--- src/rtl/mux_rr_arbiter.sv ---
// -----------------------------------------------------------------------------
// mux_rr_arbiter
//   Round-robin arbiter that shares one 8:1 mux among 8 requesters. Requester n
//   owns mux input I[n]. The current owner index drives the mux select S, and
//   the mux output Y is registered together with its source index.
//
//   Optional feature macro: MUX_ARB_TIMEOUT_EN
//     defined   -> a grant is revoked after MAX_HOLD cycles; timeout pulses
//     undefined -> no tenure limit; timeout is constant 0
//
// Parameters
//   MAX_HOLD   grant tenure limit in cycles (1..15), timeout build only
//
// Ports
//   clk        rising-edge clock
//   rst_n      asynchronous active-low reset
//   req[7:0]   level requests, held until granted and served
//   done       single-cycle release pulse from the current owner
//   Y          mux output (combinational from I and S)
//   S[2:0]     mux select = index of current owner (registered)
//   gnt[7:0]   one-hot grant, zero when idle
//   gnt_valid  a grant is active
//   samp_y     registered Y of the owner
//   samp_src   owner index samp_y was taken from
//   samp_vld   samp_y/samp_src valid
//   timeout    1-cycle pulse: grant revoked by the tenure limit
// -----------------------------------------------------------------------------
module mux_rr_arbiter #(
  parameter int unsigned MAX_HOLD = 4
) (
  input  logic       clk,
  input  logic       rst_n,
  input  logic [7:0] req,
  input  logic       done,
  input  logic       Y,
  output logic [2:0] S,
  output logic [7:0] gnt,
  output logic       gnt_valid,
  output logic       samp_y,
  output logic [2:0] samp_src,
  output logic       samp_vld,
  output logic       timeout
);

  if (MAX_HOLD < 1 || MAX_HOLD > 15) begin : g_bad_max_hold
    $error("mux_rr_arbiter: MAX_HOLD must be in 1..15");
  end

  typedef enum logic {
    IDLE,
    GRANT
  } state_e;

  state_e     state_q, state_d;
  logic [2:0] s_q, s_d;
  logic [2:0] ptr_q, ptr_d;
  logic       timeout_q, timeout_d;
  logic       samp_y_q;
  logic [2:0] samp_src_q;
  logic       samp_vld_q;

  logic       limit_hit;
  logic       rel;
  logic [2:0] scan_base;
  logic       found;
  logic [2:0] pick;

  // First set bit of r scanning base, base+1, ... (mod 8). Iterating from the
  // far end lets the nearest hit overwrite the others.
  function automatic logic [3:0] rr_pick(input logic [7:0] r, input logic [2:0] base);
    logic [3:0] res;
    logic [2:0] idx;
    res = '0;
    for (int unsigned i = 8; i > 0; i--) begin
      idx = base + 3'(i - 1);
      if (r[idx]) res = {1'b1, idx};
    end
    return res;
  endfunction

`ifdef MUX_ARB_TIMEOUT_EN
  logic [3:0] tenure_q, tenure_d;

  assign limit_hit = (state_q == GRANT) && (tenure_q == 4'(MAX_HOLD - 1));

  always_comb begin
    tenure_d = tenure_q;
    if (state_d == GRANT && (state_q == IDLE || rel)) begin
      tenure_d = '0;
    end else if (state_q == GRANT && tenure_q != 4'hF) begin
      tenure_d = tenure_q + 4'd1;
    end
  end

  always_ff @(posedge clk or negedge rst_n) begin
    if (!rst_n) tenure_q <= '0;
    else        tenure_q <= tenure_d;
  end
`else
  assign limit_hit = 1'b0;
`endif

  assign rel = (state_q == GRANT) && (done || !req[s_q] || limit_hit);

  // On release the scan starts just past the old owner, which is then
  // naturally visited last; in IDLE ptr already holds that position.
  assign scan_base = (state_q == GRANT) ? s_q + 3'd1 : ptr_q;
  assign {found, pick} = rr_pick(req, scan_base);

  always_comb begin
    state_d   = state_q;
    s_d       = s_q;
    ptr_d     = ptr_q;
    timeout_d = 1'b0;
    case (state_q)
      IDLE: begin
        if (found) begin
          state_d = GRANT;
          s_d     = pick;
        end
      end
      GRANT: begin
        if (rel) begin
          ptr_d     = s_q + 3'd1;
          timeout_d = limit_hit && !done && req[s_q];
          if (found) s_d = pick;
          else       state_d = IDLE;
        end
      end
      default: state_d = IDLE;
    endcase
  end

  always_ff @(posedge clk or negedge rst_n) begin
    if (!rst_n) begin
      state_q    <= IDLE;
      s_q        <= '0;
      ptr_q      <= '0;
      timeout_q  <= 1'b0;
      samp_y_q   <= 1'b0;
      samp_src_q <= '0;
      samp_vld_q <= 1'b0;
    end else begin
      state_q   <= state_d;
      s_q       <= s_d;
      ptr_q     <= ptr_d;
      timeout_q <= timeout_d;
      if (state_q == GRANT) begin
        samp_y_q   <= Y;
        samp_src_q <= s_q;
        samp_vld_q <= 1'b1;
      end else begin
        samp_vld_q <= 1'b0;
      end
    end
  end

  assign S         = s_q;
  assign gnt_valid = (state_q == GRANT);
  assign gnt       = gnt_valid ? (8'b1 << s_q) : '0;
  assign samp_y    = samp_y_q;
  assign samp_src  = samp_src_q;
  assign samp_vld  = samp_vld_q;
  assign timeout   = timeout_q;

endmodule

--- config.mk ---
export PLATFORM = sky130hd
export DESIGN_NAME = mux_rr_arbiter
export DESIGN_NICKNAME = d
export VERILOG_FILES = /design/src/rtl/mux_rr_arbiter.sv
export SDC_FILE = /design/constraint.sdc
export NUM_CORES = 1
export LEC_CHECK = 0
export CAP_MARGIN = 20
export CORE_MARGIN = 5
export CORE_UTILIZATION = 52
export CTS_CLUSTER_DIAMETER = 150
export CTS_CLUSTER_SIZE = 30
export DETAILED_ROUTE_END_ITERATION = 10
export PLACE_DENSITY_LB_ADDON = 0.3
export SLEW_MARGIN = 30
export SYNTH_ARGS = -nofsm -noshare
export SYNTH_HDL_FRONTEND = slang
export SYNTH_SLANG_ARGS = --single-unit
export TNS_END_PERCENT = 10
--- constraint.sdc ---
create_clock -name clk -period 4.7 [get_ports clk]
set_input_delay 0.705 -clock clk [delete_from_list [all_inputs] [get_ports clk]]
set_output_delay 0.705 -clock clk [all_outputs]
set_load 0.02 [all_outputs]
* Yosys cells after proc, flatten, opt, wreduce, memory -nomap -nowiden *
Index checks and enable logic that the tools add are counted.

operators by class
  add/subtract/negate cells = 8
  order comparisons = 9
  equal/unequal tests = 1
  shift operators = 1
  muxes and demuxes = 35
  bitwise logic cells = 1
  reduce and logical (&&, ||, !) cells = 4

operators by type and width
  kind                                                                          number
  3-bit by 4-bit less-than comparator with 1-bit output, second input constant  9
  4-bit two-way mux                                                             8
  1-bit binary-select mux with 3-bit select                                     9
  3-bit adder, second input constant                                            4
  1-bit two-way mux                                                             12
  3-bit two-way mux                                                             3
  8-bit two-way mux                                                             1
  1-bit by 3-bit left shift with 8-bit output, first input constant             1
  3-bit by 1-bit adder with 3-bit output, second input constant                 2
  3-bit by 2-bit adder with 3-bit output, second input constant                 2
  3-bit case mux with 2 select lines                                            1
  2-bit by 1-bit inequality test with 1-bit output, second input constant       1
  1-bit case mux with 2 select lines                                            1
  2-bit AND reduction                                                           1
  1-bit logical AND                                                             1
  1-bit zero test                                                               1
  1-bit logical OR                                                              1
  1-bit NOT                                                                     1

storage, ports and cells
  register bits = 12
  word-level logic and storage cells = 65

* Longest topological paths before layout *
  depth in word-level cells = 16
  gate-level depth with buffers = 16
  depth with buffers taken out = 13

* Least setup slack after synthesis *
OpenSTA, ideal clock, no wires.

  path type = register -> register
  from = reg s_q[0], in the netlist S[0]
  to = reg s_q[0], in the netlist S[0]
  library setup time = 0.082 ns
  arrival = 3.540 ns
  data required time = 4.618 ns
  slack = 1.078 ns
  cell stages (with the launch flop) = 16
  buffers on the path = 3
  clock period less this slack = 3.622 ns
  path through = dfrtp_1 -> buf_2 -> inv_1 -> ha_1 -> mux2_2 -> inv_1 -> clkbuf_1 -> ha_1 -> clkbuf_1 -> nand2b_1 -> a21oi_1 -> o211ai_1 -> o311ai_0 -> and2_1 -> or3b_1 -> a31oi_1

between the ends
  word-level cells in the longest chain between the ends = 16
  elaborated cells between the ends (all ways) = 42
  those cells by class = 8 x add/sub; 1 x eq/ne; 30 x mux; 3 x reduce/logical

ends and longest elaborated chain
  element                                    RTL line  text
  start, declared                            55        logic [2:0] s_q, s_d;
  start signal, assigned                     137       s_q <= '0;
  start signal, assigned                     145       s_q <= s_d;
  3-bit by 1-bit adder with 3-bit output     107       assign scan_base = (state_q == GRANT) ? s_q + 3'd1 : ptr_q;
  3-bit two-way mux                          107
  3-bit adder                                75        idx = base + 3'(i - 1);
  1-bit binary-select mux with 3-bit select  76        if (r[idx]) res = {1'b1, idx};
  1-bit two-way mux (implied by the code)    76
  4-bit two-way mux (8 in series)            76
  3-bit two-way mux                          117, 126
  3-bit two-way mux                          123       if (rel) begin
  3-bit case mux with 2 select lines         115       case (state_q)

Parallel ways exist; a longest one is shown, timed or not. The select of a mux whose other input is x is not followed.
A chain may end at the register's enable or synchronous reset.

* Worst setup path after layout *
Ends and elaborated chain as after synthesis.

==> flow_metrics.env <==
export IMPL_worstSkewPairLatency_ns=0.27
export IMPL_grt_max_degree=25
export IMPL_fp_coreArea_um2=3390
export IMPL_die_w_um=69.7
export IMPL_path_class="reg -> reg"
export IMPL_path_cells="inv_1 -> ha_1 -> mux2_2 -> inv_1 -> ha_1 -> nand2b_1 -> a211oi_1 -> nor3_1 -> a311o_1 -> o311ai_0 -> and2_1 -> or3b_1 -> a31oi_1"
export IMPL_layout_common_cells="28 x clkdlybuf4s50_1, 19 x mux2i_1, 17 x nand2_1, 15 x o21ai_0"
export IMPL_gp_congestion=0.914
export IMPL_n_antenna_cell=0
export IMPL_r2r_cells=13
export IMPL_wl_mm=4.98
export IMPL_area_growth_pct=15.9
export IMPL_dr_total_vias=1813
export IMPL_synthesis_nets=247
export IMPL_postRouteAntennaNets=0
export IMPL_critPathCaptureType="register"
export IMPL_initial_core_util=0.547
export IMPL_cp_max_fo=17
export IMPL_arrival_ns=4.35
export IMPL_ys_warn_count=0
export IMPL_firstDrtPassIters=4
export IMPL_post_cts_resized=0
export IMPL_grt_ovfl_total=0
export IMPL_setup_tns_final_ns=0
export IMPL_drive_gt1_frac=0.112
export IMPL_postSynthCellCount=227
export IMPL_io_pins=30
export IMPL_hold_viol_final=0
export IMPL_hpwl_mm=3.77
export IMPL_rsz0062_at_grt="no"
export IMPL_antenna_found_initial=0
export IMPL_finalCritPeriodShare=0.885
export IMPL_track_usage=0.205
export IMPL_fin_nets=262
export IMPL_syn_area_per_cell_um2=8.17
export IMPL_hold_path_cell_count=1
export IMPL_cts_hold_buf=0
export IMPL_maxCapViolCount=0
export IMPL_skew_ns=0.00241
export IMPL_post_route_min_period_ns=4.16
export IMPL_slowest_stage="ha_1"
export IMPL_cp_required_ns=4.89
export IMPL_post_cts_buffers=0
export IMPL_drv_slew=0
export IMPL_die_area_um2=4860
export IMPL_drt_initial_drc_count=125
export IMPL_ys_seq_elements=12
export IMPL_synth_edf_count=0
export IMPL_async_flop_share=1.00
export IMPL_cts_tree="done"
export IMPL_setup_viol=0
export IMPL_start_kind="register"
export IMPL_drc_errors=0
export IMPL_synth_cell_types=54
export IMPL_slowest_delay_ns=0.57
export IMPL_slew_limit_headroom=0.411
export IMPL_first_global_vias=1664
export IMPL_grt_pass1_wl_mm=8.33
export IMPL_cts_sinks=12
export IMPL_numCtsBuffers=3
export IMPL_rows=21
export IMPL_max_freq_mhz=240
export IMPL_drt_wirelength_per_cell_um=17.3
export IMPL_status="completed"
export IMPL_cts_max_path_buffers=2
export IMPL_clock_root_buffer="clkbuf_4"
export IMPL_die_y_um=69.7
export IMPL_synth_cell_area_um2=1850
export IMPL_ys_seq_area_frac=0.162
export IMPL_hold_path_class="reg -> reg"
export IMPL_clkTransAtPathRegs_ns=0.08
export IMPL_htree_num_levels=1
export IMPL_synth_ff_type="dfrtp_1"
export IMPL_worstMarginPinSlew_ns=0.859
export IMPL_io_buffers=28
export IMPL_via_per_inst=6.32
export IMPL_final_common_cell="clkdlybuf4s50_1"
-- path summary, 6_finish.rpt --
path | startpoint | slack, ns | end
min in group asynchronous | rst_n | 0.79 | ptr_q[2]
setup reg to reg | S[0] | 0.54 | S[0]
max in group asynchronous | rst_n | 3.53 | S[1]
hold reg to reg | samp_src[2] | 0.51 | samp_src[2]
setup / recovery | S[0] | 0.54 | S[0]
hold / removal | samp_src[2] | 0.51 | samp_src[2]
-- final cells by class --
| cell class | count | area [µm²] |
|---|---|---|
| well taps | 46 | 57.6 |
| repair buffers | 28 | 280 |
| fillers | 293 | 1240 |
| inverters | 6 | 27.5 |
| clock buffers | 4 | 36.3 |
| multi-input cells | 191 | 1450 |
| flip-flops and latches | 12 | 300 |
-- layer usage --
layer / track usage / share of wire / vias to the layer above
li1: - / - / 874
met2: 0.322 / 0.46 / 92
met4: 0.0638 / 0.014 / 0
met1: 0.281 / 0.43 / 841
met5: 0 / 0 / -
met3: 0.0449 / 0.098 / 6
-- critical path: cells and delay by family (launching register included) --
family	cells	cell delay (ns)
AO/OA/AOI/OAI	4	0.75
AND/OR/NAND/NOR	4	1.00
adder cells (fa/ha/maj)	2	0.92
multiplexers	1	0.39
flip-flops	1	0.55
buffers and inverters	2	0.45
-- synth_stat cells (2+ instances only) --
cell | count | area (µm²)
nor2b_1 | 4 | 25.0
nand2_1 | 17 | 63.8
o211ai_1 | 4 | 30.0
nand2b_1 | 13 | 81.3
a21oi_1 | 4 | 20.0
nor2_1 | 13 | 48.8
nor3b_1 | 2 | 15.0
dfrtp_1 | 12 | 300
a221oi_1 | 2 | 17.5
mux2i_1 | 19 | 190
nor4_1 | 4 | 25.0
a22oi_1 | 6 | 45.0
a31oi_1 | 5 | 31.3
and2_1 | 8 | 50.1
o21ai_0 | 15 | 75.1
o311ai_0 | 2 | 17.5
a21o_1 | 4 | 30.0
o21a_1 | 2 | 15.0
mux2_2 | 9 | 101
o31ai_1 | 2 | 15.0
ha_1 | 8 | 100
clkbuf_1 | 14 | 52.6
mux4_2 | 5 | 113
inv_1 | 5 | 18.8
and3_1 | 5 | 31.3
nor3_1 | 7 | 35.0
a211oi_1 | 7 | 52.6
xnor2_1 | 3 | 26.3
-- state kept, by name, indices dropped and copies added, names as in the netlist --
signal     count
S              3
gnt_valid      1
ptr_q          3
samp_src       3
samp_vld       1
samp_y         1
-- stage by stage --
step           hold slack (ns)  std cells   util  setup WS [ns]  instance area [µm²]
5_1_grt                  0.542        287  0.634          0.179                 2150
6_report                 0.512        287  0.634          0.541                 2150
3_3_place_gp             0.489        283  0.623          0.712                 2110
4_1_cts                  0.514        287  0.634          0.592                 2150
2_1_floorplan            0.409        227      -           1.08                 1850
3_5_place_dp             0.496        283  0.623          0.633                 2110
-- logic make-up (layout without fill, tap and decap cells) --
| family | Yosys count | count (layout) | share of synthesized area |
|---|---|---|---|
| fa+ha+maj | 8 | 8 | 0.0540 |
| compound gates | 62 | 62 | 0.235 |
| mux | 34 | 34 | 0.226 |
| other cells | 1 | 1 | 0.00202 |
| flops | 12 | 12 | 0.162 |
| simple gates | 82 | 82 | 0.244 |
| buf+inv | 24 | 38 | 0.0580 |
| xor+xnor | 4 | 4 | 0.0189 |
Power is not shown: default switching activity piles up to over one toggle a cycle in this logic, so the estimate is an artifact.
